<file path="src/rtl/meas_pkg.sv">
// Shared types and widths for the measurement sequencer.
package meas_pkg;

  typedef enum logic [2:0] {
    S_IDLE,
    S_SETTLE,
    S_RELEASE,
    S_CONV_REQ,
    S_CONV_WAIT,
    S_ACCUM,
    S_OUTPUT
  } meas_state_e;

  // Timeout counter is wide enough for any TIMEOUT up to 2**16-1.
  localparam int TMO_W = 16;

  // Accumulator width: a full frame of 2**log2n samples cannot overflow it.
  function automatic int acc_width(input int dbits, input int log2n);
    return dbits + log2n;
  endfunction

endpackage

</file>
<file path="src/rtl/meas_sequencer_if.sv">
// Delay-timer and ADC handshake signals of the measurement sequencer.
// master = sequencer side, slave = timer/ADC side.
interface meas_sequencer_if #(
  parameter int MBITS = 7,
  parameter int DBITS = 12
);
  logic             dly_en;
  logic [MBITS-1:0] dly_ms;
  logic             dly_finish;
  logic             adc_start;
  logic             adc_done;
  logic [DBITS-1:0] adc_data;

  modport master (output dly_en, dly_ms, adc_start,
                  input  dly_finish, adc_done, adc_data);
  modport slave  (input  dly_en, dly_ms, adc_start,
                  output dly_finish, adc_done, adc_data);
endinterface

</file>
<file path="src/rtl/sample_accumulator.sv">
// Frame accumulator: sums samples, counts them and flags the last one of a frame.
// With MEAS_MINMAX_EN defined it also tracks the frame's minimum and maximum sample.
module sample_accumulator
  import meas_pkg::*;
#(
  parameter int DBITS = 12,
  parameter int LOG2N = 3,
  localparam int ACC_W = acc_width(DBITS, LOG2N)
) (
  input  logic             clk_i,
  input  logic             rst_i,
  input  logic             clear_i,
  input  logic             add_i,
  input  logic [DBITS-1:0] sample_i,
  output logic [ACC_W-1:0] acc_o,
  output logic             last_o
`ifdef MEAS_MINMAX_EN
  ,
  output logic [DBITS-1:0] min_o,
  output logic [DBITS-1:0] max_o
`endif
);

  logic [ACC_W-1:0] acc_q;
  logic [LOG2N-1:0] count_q;

  // Sum and sample count; cleared at every frame start.
  always_ff @(posedge clk_i) begin
    if (rst_i || clear_i) begin
      acc_q   <= '0;
      count_q <= '0;
    end else if (add_i) begin
      acc_q   <= acc_q + ACC_W'(sample_i);
      count_q <= count_q + 1'b1;
    end
  end

  assign acc_o  = acc_q;
  assign last_o = (count_q == {LOG2N{1'b1}});

`ifdef MEAS_MINMAX_EN
  logic [DBITS-1:0] min_q;
  logic [DBITS-1:0] max_q;

  // Running extremes; min starts at full scale so the first sample always replaces it.
  always_ff @(posedge clk_i) begin
    if (rst_i || clear_i) begin
      min_q <= '1;
      max_q <= '0;
    end else if (add_i) begin
      if (sample_i < min_q) min_q <= sample_i;
      if (sample_i > max_q) max_q <= sample_i;
    end
  end

  assign min_o = min_q;
  assign max_o = max_q;
`endif

endmodule

</file>
<file path="src/rtl/meas_sequencer.sv">
// Measurement sequencer: settle delay -> ADC conversion -> accumulate, averaging
// 2**LOG2N samples per frame. Optional feature macro: MEAS_MINMAX_EN (min/max outputs).
//
// state       | meaning
// S_IDLE      | waiting for run, frame state discarded
// S_SETTLE    | delay timer enabled, waiting for finish
// S_RELEASE   | timer enable dropped one cycle so the timer re-arms
// S_CONV_REQ  | one-cycle ADC start pulse
// S_CONV_WAIT | waiting for adc_done, bounded by TIMEOUT
// S_ACCUM     | add captured sample, decide next sample / output / stop
// S_OUTPUT    | publish averaged result
module meas_sequencer
  import meas_pkg::*;
#(
  parameter int MBITS   = 7,
  parameter int DBITS   = 12,
  parameter int LOG2N   = 3,
  parameter int TIMEOUT = 1000
) (
  input  logic             clk_i,
  input  logic             rst_i,
  input  logic             run_i,
  input  logic [MBITS-1:0] settle_ms_i,
  meas_sequencer_if.master bus,
  output logic [DBITS-1:0] result_o,
  output logic             result_valid_o,
  output logic             adc_err_o,
  output logic             busy_o
`ifdef MEAS_MINMAX_EN
  ,
  output logic [DBITS-1:0] min_val_o,
  output logic [DBITS-1:0] max_val_o
`endif
);

  localparam int ACC_W = acc_width(DBITS, LOG2N);
  localparam logic [TMO_W-1:0] TMO_LAST = TMO_W'(TIMEOUT - 1);

  meas_state_e      state_q, state_d;
  logic [MBITS-1:0] dly_ms_q, dly_ms_d;
  logic [TMO_W-1:0] tmo_q, tmo_d;
  logic [DBITS-1:0] sample_q, sample_d;
  logic [DBITS-1:0] result_q, result_d;
  logic             result_valid_q, result_valid_d;
  logic             adc_err_q, adc_err_d;
  logic             run_prev_q;
  logic             acc_clear, acc_add, acc_last;
  logic [ACC_W-1:0] acc;

`ifdef MEAS_MINMAX_EN
  logic [DBITS-1:0] frame_min, frame_max;
  logic [DBITS-1:0] min_val_q, max_val_q;
`endif

  sample_accumulator #(.DBITS(DBITS), .LOG2N(LOG2N)) u_acc (
    .clk_i    (clk_i),
    .rst_i    (rst_i),
    .clear_i  (acc_clear),
    .add_i    (acc_add),
    .sample_i (sample_q),
    .acc_o    (acc),
    .last_o   (acc_last)
`ifdef MEAS_MINMAX_EN
    ,
    .min_o    (frame_min),
    .max_o    (frame_max)
`endif
  );

  // State and datapath registers.
  always_ff @(posedge clk_i) begin
    if (rst_i) begin
      state_q        <= S_IDLE;
      dly_ms_q       <= '0;
      tmo_q          <= '0;
      sample_q       <= '0;
      result_q       <= '0;
      result_valid_q <= 1'b0;
      adc_err_q      <= 1'b0;
      run_prev_q     <= 1'b0;
    end else begin
      state_q        <= state_d;
      dly_ms_q       <= dly_ms_d;
      tmo_q          <= tmo_d;
      sample_q       <= sample_d;
      result_q       <= result_d;
      result_valid_q <= result_valid_d;
      adc_err_q      <= adc_err_d;
      run_prev_q     <= run_i;
    end
  end

  // Next-state and datapath control.
  always_comb begin
    state_d        = state_q;
    dly_ms_d       = dly_ms_q;
    tmo_d          = tmo_q;
    sample_d       = sample_q;
    result_d       = result_q;
    result_valid_d = 1'b0;
    adc_err_d      = adc_err_q;
    acc_clear      = 1'b0;
    acc_add        = 1'b0;

    if (run_i && !run_prev_q) adc_err_d = 1'b0;

    unique case (state_q)
      S_IDLE: begin
        if (run_i) begin
          dly_ms_d  = settle_ms_i;
          acc_clear = 1'b1;
          state_d   = S_SETTLE;
        end
      end
      S_SETTLE: begin
        if (bus.dly_finish) state_d = S_RELEASE;
      end
      S_RELEASE: begin
        tmo_d   = '0;
        state_d = S_CONV_REQ;
      end
      S_CONV_REQ: begin
        // Counting starts here so the error lands TIMEOUT cycles after adc_start.
        tmo_d   = tmo_q + 1'b1;
        state_d = S_CONV_WAIT;
      end
      S_CONV_WAIT: begin
        if (bus.adc_done) begin
          sample_d = bus.adc_data;
          state_d  = S_ACCUM;
        end else if (tmo_q == TMO_LAST) begin
          adc_err_d = 1'b1;
          state_d   = S_IDLE;
        end else begin
          tmo_d = tmo_q + 1'b1;
        end
      end
      S_ACCUM: begin
        acc_add = 1'b1;
        if (acc_last)   state_d = S_OUTPUT;
        else if (run_i) state_d = S_SETTLE;
        else            state_d = S_IDLE;
      end
      S_OUTPUT: begin
        result_d       = DBITS'(acc >> LOG2N);
        result_valid_d = 1'b1;
        if (run_i) begin
          dly_ms_d  = settle_ms_i;
          acc_clear = 1'b1;
          state_d   = S_SETTLE;
        end else begin
          state_d = S_IDLE;
        end
      end
      default: state_d = S_IDLE;
    endcase
  end

`ifdef MEAS_MINMAX_EN
  // Frame extremes published together with the averaged result.
  always_ff @(posedge clk_i) begin
    if (rst_i) begin
      min_val_q <= '0;
      max_val_q <= '0;
    end else if (state_q == S_OUTPUT) begin
      min_val_q <= frame_min;
      max_val_q <= frame_max;
    end
  end

  assign min_val_o = min_val_q;
  assign max_val_o = max_val_q;
`endif

  // Enable is gated by finish so the timer never sees en high while it reports finish.
  assign bus.dly_en    = (state_q == S_SETTLE) && !bus.dly_finish;
  assign bus.dly_ms    = dly_ms_q;
  assign bus.adc_start = (state_q == S_CONV_REQ);

  assign result_o       = result_q;
  assign result_valid_o = result_valid_q;
  assign adc_err_o      = adc_err_q;
  assign busy_o         = (state_q != S_IDLE);

endmodule

</file>
<file path="src/flat_wrapper.sv">
// flat-port wrapper written by rule: the top's interface ports become plain ports
module meas_sequencer_flat import meas_pkg::*;
#(
  parameter int MBITS   = 7,
  parameter int DBITS   = 12,
  parameter int LOG2N   = 3,
  parameter int TIMEOUT = 1000
)
  (clk_i, rst_i, run_i, settle_ms_i, result_o, result_valid_o, adc_err_o, busy_o, bus_dly_en, bus_dly_ms, bus_adc_start, bus_dly_finish, bus_adc_done, bus_adc_data);
  meas_sequencer_if #(.MBITS(MBITS), .DBITS(DBITS)) bus_i ();
  input  logic clk_i;
  input  logic rst_i;
  input  logic run_i;
  input  logic [MBITS-1:0] settle_ms_i;
  output logic [DBITS-1:0] result_o;
  output logic result_valid_o;
  output logic adc_err_o;
  output logic busy_o;
  output wire logic [$bits(bus_i.dly_en)-1:0] bus_dly_en;
  output wire logic [$bits(bus_i.dly_ms)-1:0] bus_dly_ms;
  output wire logic [$bits(bus_i.adc_start)-1:0] bus_adc_start;
  input wire logic [$bits(bus_i.dly_finish)-1:0] bus_dly_finish;
  input wire logic [$bits(bus_i.adc_done)-1:0] bus_adc_done;
  input wire logic [$bits(bus_i.adc_data)-1:0] bus_adc_data;
  assign bus_dly_en = bus_i.dly_en;
  assign bus_dly_ms = bus_i.dly_ms;
  assign bus_adc_start = bus_i.adc_start;
  assign bus_i.dly_finish = bus_dly_finish;
  assign bus_i.adc_done = bus_adc_done;
  assign bus_i.adc_data = bus_adc_data;
  meas_sequencer #(.MBITS(MBITS), .DBITS(DBITS), .LOG2N(LOG2N), .TIMEOUT(TIMEOUT)) u_core (.clk_i(clk_i), .rst_i(rst_i), .run_i(run_i), .settle_ms_i(settle_ms_i), .bus(bus_i), .result_o(result_o), .result_valid_o(result_valid_o), .adc_err_o(adc_err_o), .busy_o(busy_o));
endmodule
</file>
<file path="config.mk">
export PLATFORM = sky130hd
export DESIGN_NAME = meas_sequencer_flat
export DESIGN_NICKNAME = d
export VERILOG_FILES = /design/src/rtl/meas_pkg.sv /design/src/rtl/meas_sequencer_if.sv /design/src/rtl/sample_accumulator.sv /design/src/rtl/meas_sequencer.sv /design/src/flat_wrapper.sv
export SDC_FILE = /design/constraint.sdc
export NUM_CORES = 1
export LEC_CHECK = 0
export ABC_AREA = 1
export CORE_MARGIN = 5
export CORE_UTILIZATION = 64
export CTS_CLUSTER_DIAMETER = 120
export CTS_CLUSTER_SIZE = 10
export DETAILED_ROUTE_END_ITERATION = 16
export DONT_BUFFER_PORTS = 1
export PLACE_DENSITY = 0.8
export SYNTH_ARGS = -nofsm -noshare
export SYNTH_HDL_FRONTEND = slang
export SYNTH_SLANG_ARGS = --single-unit
export TNS_END_PERCENT = 20
</file>
<file path="constraint.sdc">
create_clock -name clk_i -period 2.36 [get_ports clk_i]
set_clock_uncertainty 0.1 [all_clocks]
set_input_delay 0.236 -clock clk_i [delete_from_list [all_inputs] [get_ports clk_i]]
set_output_delay 0.236 -clock clk_i [all_outputs]
set_load 0.005 [all_outputs]
</file>
==> results.json <==
{
  "status": "finished clean",
  "dominantRegCellSynth": "dfxtp_1",
  "synth-adder-area-share_pct": 5.27,
  "cp-start-kind": "register",
  "irDropWorstVdd_uv": 582,
  "gr-usage-all-layers_pct": 26.1,
  "rsz0062_at_grt": "no",
  "drv_cap": 0,
  "dp.final_hpwl_mm": 6.49,
  "setup_viol": 0,
  "hold_viol_final": 0,
  "arrival_ns": 2.06,
  "fin_crit_sh_pct": 80.9,
  "ys_ff_latch": 71,
  "p_total_mw": 2.62,
  "synthMuxAreaShare_pct": 0,
  "io_pins": 48,
  "postCtsSetupRepairBufs": 0,
  "crit_path_max_fanout": 4,
  "n_antenna_cell": 0,
  "setup_tns_ns": 0,
  "cts_htree_levels": 3,
  "die-area_um2": 7830,
  "port_buffers": 0,
  "initial_core_util_pct": 66.2,
  "fillers": 476,
  "clk_latency_ns": 0.35,
  "nNetsFinal": 645,
  "syn-cell-area_um2": 3940,
  "drc": 0,
  "drive_gt1_share_pct": 8.85,
  "end_kind": "register",
  "stdcell_area_um2": 4420,
  "final_cells": 685,
  "placed_area_um2": 3960,
  "core_um2": 5960,
  "detail_route.wl_per_cell_um": 13.9,
  "synth_top_area_cell": "dfxtp_1",
  "die_height_um": 88.5,
  "regArea_um2": 1420,
  "dr.pass1.iters": 4,
  "drtAntennaViolNets": 0,
  "multi_input_area_um2": 2180,
  "min_path_type": "in2reg",
  "gr-total-overflow": 0,
  "powerDensity_nw_per_um2": 592,
  "clk_path_buf_depth": 2,
  "async_reset_ff_share_pct": 0,
  "drt-vias-per-instance": 5.48,
  "synth_edf_count": 0,
  "ys_top_cells_by_area": "dfxtp_1 36%, nand2_1 17%, nor2_1 6.4%",
  "placedCellCount": 646,
  "gp_congestion": 0.953,
  "yosys_warnings": 0,
  "worst_slew_pin_slew_ns": 0.487,
  "slew_headroom_pct": 67.4,
  "synth_nets": 627,
  "critPathRequiredTime_ns": 2.51,
  "cts.sink_count": 71,
  "grt_max_degree": 44,
  "synth_most_common_cell": "nand2_1",
  "setup_ws_ns": 0.451,
  "drv_slew": 0,
  "seq_area_frac_synth_pct": 36.1,
  "yosysTopAreaCellShare_pct": 36.1,
  "first_global_vias": 3681,
  "routed_wl_mm": 9.55,
  "vias": 3754,
  "clkTransAtPathRegs_ns": 0.07,
  "criticalPathCategory": "reg2reg",
  "dr.first_iter.drc_count": 142,
  "synth_cell_types": 37,
  "cts_made_buffers": 9,
  "post_cts_resized": 0,
  "post-route-util_pct": 74.2,
  "fmax_ghz": 0.524,
  "leakagePower_nw": 1.82,
  "synth-compound-area-share_pct": 12.4,
  "synth_top_family_by_area": "simple AND/OR/NAND/NOR gates",
  "die_w_um": 88.5,
  "cts_tree": "yes",
  "syn_inst": 587,
  "antenna_found_initial": 0,
  "synth_xor_xnor_area_share_pct": 2.00,
  "ys_top_cells_by_count": "175 x nand2_1, 71 x dfxtp_1, 67 x nor2_1",
  "grt_pass1_wl_mm": 16.1,
  "syn_avg_cell_area_um2": 6.72,
  "fin_hold_ws_ns": 0.0755,
  "row_count": 28,
  "place_ws_ns": 0.474,
  "cts_root_buf": "clkbuf_8",
  "period_minus_slack_ns": 1.91,
  "synth_simple_gate_area_share_pct": 35.5,
  "syn2layout_area_growth_pct": 12.1
}
==> final timing paths <==
path / end / startpoint / cells after the start / slack [ns]
worst max-delay path: u_core.u_acc.acc_o[12] / u_core.u_acc.acc_o[0] / 13 / 0.45
worst min-delay path: u_core.u_acc.count_q[0] / run_i / 3 / 0.08
worst max register to register: u_core.u_acc.acc_o[12] / u_core.u_acc.acc_o[0] / 13 / 0.45
worst min register to register: u_core.u_acc.count_q[2] / u_core.u_acc.count_q[2] / 2 / 0.37
==> worst max-delay path, stage by stage (launching register included) <==
cell	delay, ns
dfxtp_1	0.34
ha_1	0.18
inv_1	0.06
fa_1	0.35
inv_1	0.11
nand3_1	0.09
nand3_1	0.11
nand2_1	0.08
nand2_1	0.08
nand2_1	0.05
nand2_1	0.08
nand3_1	0.07
nand2_1	0.08
nor2_1	0.04
==> state kept, by name (all words and copies together) (netlist names) <==
| register | cells |
|---|---|
| u_core.u_acc.acc_o | 15 |
| u_core.tmo_q | 16 |
| u_core.u_acc.count_q | 3 |
| u_core.result_o | 12 |
| u_core.run_prev_q | 1 |
| u_core.bus.dly_ms | 7 |
| u_core.result_valid_o | 1 |
| u_core.sample_q | 12 |
| u_core.state_q | 3 |
| u_core.adc_err_o | 1 |
==> metal layers <==
layer  share of wire (%)  GRT usage [%]
met4                 3.1           12.0
met3                 5.2           7.54
met5                   0              0
met1                  41           27.9
met2                  51           47.1
==> placed cells by master (no fill, tap or decap), drive strengths merged <==
cell	n
clkinv	2
dfxtp	71
xnor2	5
o2111a	1
xor2	4
a41oi	1
nor3b	1
o21bai	1
nand4	9
dlygate4sd3	22
bufinv	2
o211ai	3
o21ai	15
a21oi	57
nand3	52
ha	15
nand3b	1
nand2	182
clkinvlp	1
o21a	5
inv	66
or2	3
fa	1
clkbuf	11
and2	2
nor3	4
buf	3
nor2	70
==> report_power, final <==
| part | total, mW | internal, mW | switching (mW) |
|---|---|---|---|
| Combinational | 0.261 | 0.0875 | 0.174 |
| Clock | 1.10 | 0.624 | 0.471 |
| Sequential | 1.26 | 1.23 | 0.0318 |
| Total | 2.62 | 1.94 | 0.677 |
==> cell families after synthesis <==
logic type,Yosys count
adders and majority gates,16
buffers and inverters,84
AOI/OAI and AO/OA,83
and+or+nand+nor,324
DFF,71
xor gates and xnor gates,9
==> timing repair <==
| action | CTS | global route |
|---|---|---|
| endpoints found under the setup margin | 0 | 0 |
| hold buffers | 23 | 0 |
| endpoints found under the hold margin | 51 | 0 |
==> final cells by class <==
cell class	count	area share, %
inverters	66	5.66
clock inverters	5	1.84
flip-flops and latches	71	32.2
clock buffers	11	3.20
multi-input cells	432	49.2
repair buffers	25	5.77
well taps	75	2.12
Power figures use the tool's default switching activity.
